[config.mk]
export PLATFORM = sky130hd
export DESIGN_NAME = discharge_pulse_sort
export DESIGN_NICKNAME = d
export VERILOG_FILES = /design/src/rtl/discharge_pulse_sort_pkg.sv /design/src/rtl/discharge_pulse_sort_sat_counter.sv /design/src/rtl/discharge_pulse_sort.sv
export SDC_FILE = /design/constraint.sdc
export NUM_CORES = 1
export LEC_CHECK = 0
export CAP_MARGIN = 20
export CORE_MARGIN = 2
export CORE_UTILIZATION = 55
export DETAILED_ROUTE_END_ITERATION = 10
export GPL_TIMING_DRIVEN = 0
export MAX_ROUTING_LAYER = met4
export PLACE_DENSITY = 0.8
export SLEW_MARGIN = 15
export SYNTH_ARGS = -nofsm -noshare
export SYNTH_HDL_FRONTEND = slang
export SYNTH_SLANG_ARGS = --single-unit
[constraint.sdc]
create_clock -name clk -period 6.1 [get_ports clk]
set_clock_uncertainty 0.05 [all_clocks]
set_input_delay 0.61 -clock clk [delete_from_list [all_inputs] [get_ports clk]]
set_output_delay 0.61 -clock clk [all_outputs]
set_load 0.05 [all_outputs]
[src/rtl/discharge_pulse_sort_pkg.sv]
// Shared definitions for the discharge pulse classifier: class codes, FSM
// state encoding, sample field slices and the per-pulse classification rule.
// Imported by discharge_pulse_sort and discharge_pulse_sort_sat_counter users.
package discharge_pulse_sort_pkg;

    // Pulse class codes as seen on pulse_class.
    localparam logic [1:0] CLS_NORMAL = 2'b00;
    localparam logic [1:0] CLS_ARC    = 2'b01;
    localparam logic [1:0] CLS_SHORT  = 2'b10;
    localparam logic [1:0] CLS_OPEN   = 2'b11;

    // Classifier FSM states.
    typedef enum logic [1:0] {
        ST_IDLE       = 2'd0,
        ST_WAIT_BREAK = 2'd1,
        ST_IGNITED    = 2'd2,
        ST_REPORT     = 2'd3
    } state_t;

    // sample_data = {current, voltage}.
    localparam int CUR_MSB = 31;
    localparam int CUR_LSB = 16;
    localparam int VOL_MSB = 15;
    localparam int VOL_LSB = 0;

    // Class of a broken-down pulse. A low gap voltage marks a short no matter
    // how quickly the gap fired; otherwise a fast ignition is an arc.
    function automatic logic [1:0] classify(input logic [15:0] vol,
                                            input logic [15:0] dly,
                                            input logic [15:0] v_short,
                                            input logic [15:0] t_arc);
        logic [1:0] cls;
        if (vol <= v_short)
            cls = CLS_SHORT;
        else if (dly < t_arc)
            cls = CLS_ARC;
        else
            cls = CLS_NORMAL;
        return cls;
    endfunction

endpackage

[src/rtl/discharge_pulse_sort_sat_counter.sv]
// Purpose: saturating up-counter with synchronous clear (clear has priority).
// Latency: q reflects inc/clr one clock after they are sampled.
// Backpressure: none; counts every enabled cycle, sticks at all-ones.
// Ports: clk, rst_n (async active-low), clr, inc, q[WIDTH-1:0].
module discharge_pulse_sort_sat_counter #(
    parameter int WIDTH = 16
) (
    input  logic             clk,
    input  logic             rst_n,
    input  logic             clr,
    input  logic             inc,
    output logic [WIDTH-1:0] q
);

    localparam logic [WIDTH-1:0] ONE = {{(WIDTH-1){1'b0}}, 1'b1};

    always_ff @(posedge clk or negedge rst_n) begin
        if (!rst_n)
            q <= '0;
        else if (clr)
            q <= '0;
        else if (inc && (q != '1))
            q <= q + ONE;
    end

endmodule

[src/rtl/discharge_pulse_sort.sv]
// Purpose: classifies each gated PWM pulse as NORMAL/ARC/SHORT/OPEN, measures
//          ignition delay and drives pro1_short_flag with set/clear hysteresis.
// Latency: pulse_valid strobes 1 clk after pwm_on low is sampled; backpressure: none.
// Ports: clk, rst_n, start, pwm_on, sample_valid, sample_data[31:0] in;
//        pulse_valid, pulse_class[1:0], ign_delay[15:0], pro1_short_flag out.
//        With PULSE_SORT_STATS_EN defined: stats_clr in, cnt_normal/cnt_arc/
//        cnt_short/cnt_open[15:0] out (per-class saturating report counters).
module discharge_pulse_sort
    import discharge_pulse_sort_pkg::*;
#(
    parameter logic [15:0] I_BREAK   = 16'd400,
    parameter logic [15:0] V_SHORT   = 16'd300,
    parameter logic [15:0] T_ARC     = 16'd50,
    parameter logic [7:0]  SHORT_SET = 8'd3,
    parameter logic [7:0]  SHORT_CLR = 8'd5
) (
    input  logic        clk,
    input  logic        rst_n,
    input  logic        start,
    input  logic        pwm_on,
    input  logic        sample_valid,
    input  logic [31:0] sample_data,
    output logic        pulse_valid,
    output logic [1:0]  pulse_class,
    output logic [15:0] ign_delay,
    output logic        pro1_short_flag
`ifdef PULSE_SORT_STATS_EN
    ,
    input  logic        stats_clr,
    output logic [15:0] cnt_normal,
    output logic [15:0] cnt_arc,
    output logic [15:0] cnt_short,
    output logic [15:0] cnt_open
`endif
);

    state_t      state, state_nxt;
    logic [15:0] delay_cnt, delay_step;
    logic        delay_clr, delay_inc;
    logic [15:0] cur, vol;
    logic        brk;
    logic [1:0]  brk_cls, held_cls, rpt_cls;
    logic [15:0] held_dly, rpt_dly;
    logic        brk_load, rpt_load;
    logic        in_report, is_short;
    logic [7:0]  set_cnt, clr_cnt;
    logic [8:0]  set_p1, clr_p1;

    assign cur = sample_data[CUR_MSB:CUR_LSB];
    assign vol = sample_data[VOL_MSB:VOL_LSB];
    assign brk = sample_valid && (cur >= I_BREAK);

    // The delay reported for a breakdown sampled this cycle is the count after
    // this cycle's increment, so it equals cycles since the on-window began.
    assign delay_step = (delay_cnt == 16'hFFFF) ? delay_cnt : delay_cnt + 16'd1;
    assign brk_cls    = classify(vol, delay_step, V_SHORT, T_ARC);

    discharge_pulse_sort_sat_counter #(.WIDTH(16)) u_delay (
        .clk   (clk),
        .rst_n (rst_n),
        .clr   (delay_clr),
        .inc   (delay_inc),
        .q     (delay_cnt)
    );

    always_ff @(posedge clk or negedge rst_n) begin
        if (!rst_n)
            state <= ST_IDLE;
        else
            state <= state_nxt;
    end

    always_comb begin
        state_nxt = state;
        delay_clr = 1'b0;
        delay_inc = 1'b0;
        brk_load  = 1'b0;
        rpt_load  = 1'b0;
        rpt_cls   = held_cls;
        rpt_dly   = held_dly;
        if (!start) begin
            state_nxt = ST_IDLE;
        end else begin
            case (state)
                ST_IDLE: begin
                    if (pwm_on) begin
                        state_nxt = ST_WAIT_BREAK;
                        delay_clr = 1'b1;
                    end
                end
                ST_WAIT_BREAK: begin
                    delay_inc = 1'b1;
                    if (brk) begin
                        brk_load = 1'b1;
                        // Breakdown on the last on-cycle still counts as a fire.
                        if (!pwm_on) begin
                            state_nxt = ST_REPORT;
                            rpt_load  = 1'b1;
                            rpt_cls   = brk_cls;
                            rpt_dly   = delay_step;
                        end else begin
                            state_nxt = ST_IGNITED;
                        end
                    end else if (!pwm_on) begin
                        state_nxt = ST_REPORT;
                        rpt_load  = 1'b1;
                        rpt_cls   = CLS_OPEN;
                        rpt_dly   = 16'hFFFF;
                    end
                end
                ST_IGNITED: begin
                    if (!pwm_on) begin
                        state_nxt = ST_REPORT;
                        rpt_load  = 1'b1;
                    end
                end
                ST_REPORT: begin
                    if (pwm_on) begin
                        state_nxt = ST_WAIT_BREAK;
                        delay_clr = 1'b1;
                    end else begin
                        state_nxt = ST_IDLE;
                    end
                end
                default: state_nxt = ST_IDLE;
            endcase
        end
    end

    // Class/delay of the pulse in flight; copied to the outputs only on report
    // so the outputs stay stable between reports.
    always_ff @(posedge clk or negedge rst_n) begin
        if (!rst_n) begin
            held_cls <= CLS_NORMAL;
            held_dly <= 16'd0;
        end else if (brk_load) begin
            held_cls <= brk_cls;
            held_dly <= delay_step;
        end
    end

    always_ff @(posedge clk or negedge rst_n) begin
        if (!rst_n) begin
            pulse_valid <= 1'b0;
            pulse_class <= CLS_NORMAL;
            ign_delay   <= 16'd0;
        end else begin
            pulse_valid <= rpt_load;
            if (rpt_load) begin
                pulse_class <= rpt_cls;
                ign_delay   <= rpt_dly;
            end
        end
    end

    // Hysteresis runs off the reported class during the REPORT cycle.
    assign in_report = (state == ST_REPORT);
    assign is_short  = (pulse_class == CLS_SHORT);

    discharge_pulse_sort_sat_counter #(.WIDTH(8)) u_set (
        .clk   (clk),
        .rst_n (rst_n),
        .clr   (!start || (in_report && !is_short)),
        .inc   (in_report && is_short),
        .q     (set_cnt)
    );

    discharge_pulse_sort_sat_counter #(.WIDTH(8)) u_clr (
        .clk   (clk),
        .rst_n (rst_n),
        .clr   (!start || (in_report && is_short)),
        .inc   (in_report && !is_short),
        .q     (clr_cnt)
    );

    assign set_p1 = {1'b0, set_cnt} + 9'd1;
    assign clr_p1 = {1'b0, clr_cnt} + 9'd1;

    always_ff @(posedge clk or negedge rst_n) begin
        if (!rst_n)
            pro1_short_flag <= 1'b0;
        else if (!start)
            pro1_short_flag <= 1'b0;
        else if (in_report) begin
            if (is_short && (set_p1 >= {1'b0, SHORT_SET}))
                pro1_short_flag <= 1'b1;
            else if (!is_short && (clr_p1 >= {1'b0, SHORT_CLR}))
                pro1_short_flag <= 1'b0;
        end
    end

`ifdef PULSE_SORT_STATS_EN
    // Statistics survive start going low; only reset and stats_clr zero them.
    logic [15:0] stat_q [4];

    for (genvar k = 0; k < 4; k++) begin : g_stat
        discharge_pulse_sort_sat_counter #(.WIDTH(16)) u_cnt (
            .clk   (clk),
            .rst_n (rst_n),
            .clr   (stats_clr),
            .inc   (in_report && (pulse_class == 2'(k))),
            .q     (stat_q[k])
        );
    end

    assign cnt_normal = stat_q[0];
    assign cnt_arc    = stat_q[1];
    assign cnt_short  = stat_q[2];
    assign cnt_open   = stat_q[3];
`endif

endmodule

* After elaboration in Yosys (flattened, before gate mapping)
Index checks and enable logic that the tools add are counted.
** Cells by class
- $add $sub $neg :: 5
- Magnitude comparators :: 5
- Eq/ne operators :: 11
- Multiplexer cells :: 41
- Reduce and logical (&&, ||, !) cells :: 19
** Operators with widths (count)
- $mux W16 :: 8
- $mux W8 :: 4
- $mux W2 :: 10
- $add A8 B1 Y9 const B :: 2
- $mux W1 :: 18
- $add A16 B1 Y16 const B :: 1
- $add A8 B1 Y8 const B :: 2
- $eq A16 B16 Y1 const B :: 1
- $ge A16 B9 Y1 const B :: 1
- $le A16 B9 Y1 const B :: 1
- $lt A16 B6 Y1 const B :: 1
- $ne A16 B16 Y1 const B :: 1
- $ne A8 B8 Y1 const B :: 2
- $ge A9 B2 Y1 const B :: 1
- $ge A9 B3 Y1 const B :: 1
- $logic_and A1 B1 Y1 :: 8
- $pmux W2 S4 :: 1
- $eq A2 B2 Y1 const B :: 3
- $reduce_bool A2 Y1 :: 3
- $reduce_or A2 Y1 :: 2
- $ne A3 B1 Y1 const B :: 1
- $ne A3 B3 Y1 const B :: 1
- $eq A2 B1 Y1 const B :: 1
- $logic_not A1 Y1 :: 2
- other kinds (4) :: 5
** Word-level totals
- Register bits :: 72

* Longest topological paths before layout
- Depth in word-level cells :: 9
- Depth in mapped cells :: 10
- Mapped depth without buffers :: 8

* Hierarchy
Synthesis repeated with hierarchy kept, for this count alone.
** Unflattened totals
- Cell total of the unflattened synthesis :: 490
- Area, all modules :: 4399.2 µm²
** By module, submodules not included
- discharge_pulse_sort :: times used 1, cells an instance 294, area an instance 2528.7 µm², sequential area each 1001.0 µm²
- discharge_pulse_sort_sat_counter at u_delay :: times used 1, cells an instance 98, area an instance 942.2 µm², sequential area each 400.4 µm²
- discharge_pulse_sort_sat_counter at u_clr ... :: times used 2, cells an instance 49, area an instance 464.2 µm², sequential area each 200.2 µm²

* Worst setup path before layout
Ideal clock, no wire load.
- Kind :: register to register
- From :: register u_delay.q[0]
- To :: register held_cls[0]
- Library setup time :: 76 ps
- Arrival time :: 1914 ps
- Setup slack :: 4059 ps
- Cell stages (with the launch flop) :: 8
- Path buffers :: 0
- Period minus slack after synthesis :: 2041 ps
- Path through :: dfrtp_1 > ha_1 > nand3_1 > nor4_2 > xor2_1 > nor4_1 > nand3_1 > o21ai_1
** On the way
- Cells in the longest elaborated chain, start to end :: 5
- Elaborated cells on any way between the ends :: 6
- Those cells by class :: add/sub: 1; order compare: 1; eq/ne: 1; mux: 3
** RTL lines
- start, declared :: RTL line discharge_pulse_sort_sat_counter.sv:12 : output logic [WIDTH-1:0] q
- start signal, assigned :: RTL line discharge_pulse_sort_sat_counter.sv:23 : q <= q + ONE;
- $add A16 B1 Y16 or $eq A16 B16 Y1 (tied branches) :: RTL line discharge_pulse_sort.sv:55 : assign delay_step = (delay_cnt == 16'hFFFF) ? delay_cnt : delay_cnt + 16'd1;
- $mux W16 (*) :: RTL line discharge_pulse_sort.sv:55
- $lt A16 B6 Y1 (*) :: RTL line discharge_pulse_sort_pkg.sv:35 : else if (dly < t_arc)
- $mux W1 (*) :: RTL line discharge_pulse_sort_pkg.sv:35
- $mux W2 (*) :: RTL line discharge_pulse_sort_pkg.sv:33 : if (vol <= v_short)
- end signal, assigned :: RTL line discharge_pulse_sort.sv:137 : held_cls <= brk_cls;
- end, declared :: RTL line discharge_pulse_sort.sv:42 : logic [1:0] brk_cls, held_cls, rpt_cls;
Mark *: on every way between the ends. The rest lies on a longest branch, timed or not.
A chain may end at the register's enable or synchronous reset.

* Worst setup path in the final report
- From :: input sample_data[20]
- To :: register held_dly[6]
** On the way
- Cells in the longest elaborated chain, start to end :: 5
** RTL lines
- start, declared :: RTL line discharge_pulse_sort.sv:22 : input logic [31:0] sample_data,
- $ge A16 B9 Y1 :: RTL line discharge_pulse_sort.sv:51 : assign brk = sample_valid && (cur >= I_BREAK);
- $logic_and A1 B1 Y1 :: RTL line discharge_pulse_sort.sv:51
- $mux W1 :: RTL line discharge_pulse_sort.sv:93 : if (brk) begin
- $mux W1 :: RTL line discharge_pulse_sort.sv:84 : case (state)
- $mux W1 :: RTL line discharge_pulse_sort.sv:81 : if (!start) begin
- end signal, assigned :: RTL line discharge_pulse_sort.sv:138 : held_dly <= delay_step;
- end, declared :: RTL line discharge_pulse_sort.sv:43 : logic [15:0] held_dly, rpt_dly;
No other way between the ends.

==> impl_metrics.yaml <==
synthesis:
  yosys.area.top_type_share_pct: 43.1
  synth_fp_nets: 528
  synth_edf_count: 0
  ys_warn_count: 0
  avgSynthCellArea_um2: 8.68
  yosys_register_bits: 72
  synth_area_leaders: "dfrtp_1 (43%), o21ai_0 (8.6%), nand2_1 (5.4%), nor2_1 (4.6%), ha_1 (3.0%)"
  synthFlopType: "dfrtp_1"
  postSynth.asyncResetShare_pct: 100
  synth_cells: 481
  synth_cell_types: 55
  yosys.area.top_type: "dfrtp_1"
  synth_area_mm2: 0.00418
  seq_area_frac_synth_pct: 43.1
clock_tree:
  cts_tree: "built"
  postCtsSetupBuffers: 0
  ctsResizeCount: 0
  cts_max_level: 3
  cts_made_buffers: 9
  clock_path_buffers: 2
  cts_sinks: 72
  clk_latency_ps: 340
  ctsHoldBuffers: 0
  cts.clk_slew.worst_paths_ps: 80
  clockRootBuffer: "clkbuf_8"
timing:
  rsz0062_at_grt: "false"
  max_slew_margin_pct: 53.9
  worstMarginPinSlew_ps: 689
  tns_ps: 0
  period_needed_ps: 2590
  timing.fmax_mhz: 386
  maxSlewViolCount: 0
  setup_violations: 0
  holdWs_ps: 139
  hold_viol: 0
  setup_ws_ps: 3510
  finalCritPeriodShare_pct: 42.4
final_layout:
  syn2layout_area_growth_pct: 20.9
  finalNetCount: 591
  drive_gt1_share_pct: 9.84
  diodes: 0
  fin_util_pct: 69.2
routing:
  dr.pass1.iters: 5
  viasPerCell: 5.97
  wire_per_inst_um: 16.5
  drt-initial-drc-count: 401
  post-route-drc-count: 0
  ant_nets: 0
  vias: 3871
  drt-total-wl_um: 10700
worst_setup_path:
  worstRegToRegCells: 7
  timing.rr.start: "u_delay.q[0]"
  cpPeakStageDelay_ps: 530
  worst_setup_path_end_kind: "flip-flop"
  worstPathCellList: "clkdlybuf4s50_1, o311ai_0, a31oi_1, nand2_1, nor2_2, buf_2, a31oi_1"
  cp_max_fo: 10
  cp.arrival_ps: 2750
  critPathSlowestCell: "a31oi_1"
  cp-start-kind: "input port"
  rrSetupSlack_ps: 3630
  setup.worst_path.class: "in2reg"
  cp_data_required_time_ps: 6260
  cpLargestDelayFamily: "buffers and inverters"
  timing.rr.end: "pulse_class[0]"
  critical_path_buf_inv_count: 2
  cp_common_cell: "a31oi_1"
placed_design:
  hpwlAfterDp_um: 7760
  port_buffers: 51
  post-place-ws_ps: 3170
  place_congestion: 0.885
pwr:
  p_leak_nw: 2.27
  peakVddDrop_uv: 147
  powerDensity_mw_per_mm2: 307
global_route:
  grt_start_max_net_pins: 44
  grt-ovfl-total: 0
  track_usage_pct: 27.6
  grt_pass1_vias: 3585
  grt_pass1_wl_um: 18000
  antenna_found_initial: 0
floorplan:
  die_h_um: 91.1
  rows: 31
  dieWidth_um: 91.1
  ios: 57
  die_area_mm2: 0.00831
  core_mm2: 0.00729
  start_util_pct: 57.3
min_path:
  hp-class: "in2async"
job:
  drv_cap: 0
outcome:
  outcome: "completed"
==> report_power, final <==
| group | switching, mW | total, mW | internal (mW) |
|---|---|---|---|
| sequential | 0.0538 | 0.617 | 0.563 |
| clock | 0.195 | 0.427 | 0.231 |
| combinational | 0.329 | 0.504 | 0.174 |
| total | 0.578 | 1.55 | 0.969 |
==> layer usage <==
layer	wire length [µm]	share of wire (%)	vias to the layer above	track usage, %
met2	5050	47	149	40.4
met4	125	1.2	0	8.21
met1	4900	46	1862	40.5
li1	-	-	1848	-
met3	648	6.0	12	3.40
met5	0	0	-	-
==> registers in the layout, indices dropped and copies added (netlist names) <==
register and count:
held_cls 2, pulse_class 2, u_delay.q 16, state 2, ign_delay 16, pro1_short_flag 1
u_set.q 8, held_dly 16, u_clr.q 8, pulse_valid 1
==> area by class of cell <==
cell class | count | area (µm²)
inverter | 14 | 52.6
tap | 99 | 124
clock inverter | 7 | 95.1
clock buffer | 9 | 124
multi-input combinational | 370 | 2200
sequential | 72 | 1800
timing repair buffer | 52 | 528
fill | 629 | 2240
buffer | 25 | 124
==> synth_stat cells, types with 4 or more instances <==
cell	count
a21oi_1	9
a31oi_1	10
and3_1	11
and4_1	4
buf_2	13
clkbuf_1	7
dfrtp_1	72
ha_1	10
inv_1	14
nand2_1	60
nand2b_1	10
nand3_1	22
nand4_1	8
nor2_1	51
nor3_1	5
nor4_1	6
o21ai_0	72
o21ai_1	4
o22ai_1	13
o2bb2ai_1	4
o31ai_1	7
or3_1	4
xnor2_1	8
xor2_1	10
==> logic make-up after synthesis <==
logic type	count (synthesis)	synth area share [%]
DFF	72	43.1
and+or+nand+nor	204	26.0
xor gates and xnor gates	18	3.77
buffers and inverters	39	4.22
AOI/OAI and AO/OA	133	18.7
muxes	4	0.989
adders and majority gates	11	3.24
==> worst max-delay path by stage <==
stage                          startpoint      endpoint  slack, ps  cells after the start
final                     sample_data[20]   held_dly[6]       3510                      7
after global routing      sample_data[22]   held_dly[6]       3360                      7
after CTS                 sample_data[20]   held_dly[6]       3530                      7
after detailed placement  sample_data[20]   held_dly[6]       3170                      7
after global placement              rst_n  u_delay.q[7]       1930                      1
after floorplan              u_delay.q[0]   held_cls[0]       4060                      7
==> stage by stage <==
| step | total power [mW] | cells | area (µm²) |
|---|---|---|---|
| global route | 1.62 | 648 | 5050 |
| global placement | 1.11 | 631 | 4810 |
| CTS | 1.55 | 648 | 5050 |
| detailed placement | 1.13 | 632 | 4830 |
| finish | 1.55 | 648 | 5050 |
| floorplan | 0.941 | 481 | 4180 |
==> layout by cell type (no fill, tap or decap), types with 3 or more instances in the layout <==
master           count
inv_1               14
clkbuf_8             9
nor4_4               3
nand4_2              3
nor3_1               5
nor4_1               6
nand3_1             22
ha_1                10
o2bb2ai_1            4
buf_2               13
clkbuf_1             7
o21ai_1              4
dfrtp_1             72
mux2i_1              3
nor2_1              51
a31oi_1             10
and3_1              11
clkdlybuf4s50_1     50
and4_1               4
o21ai_0             72
nand2b_1            10
nand4_1              8
o22ai_1             13
o31ai_1              7
xnor2_1              8
a21oi_1              9
nand2_1             60
or3_1                4
xor2_1              10
(Power assumes the default switching activity.)
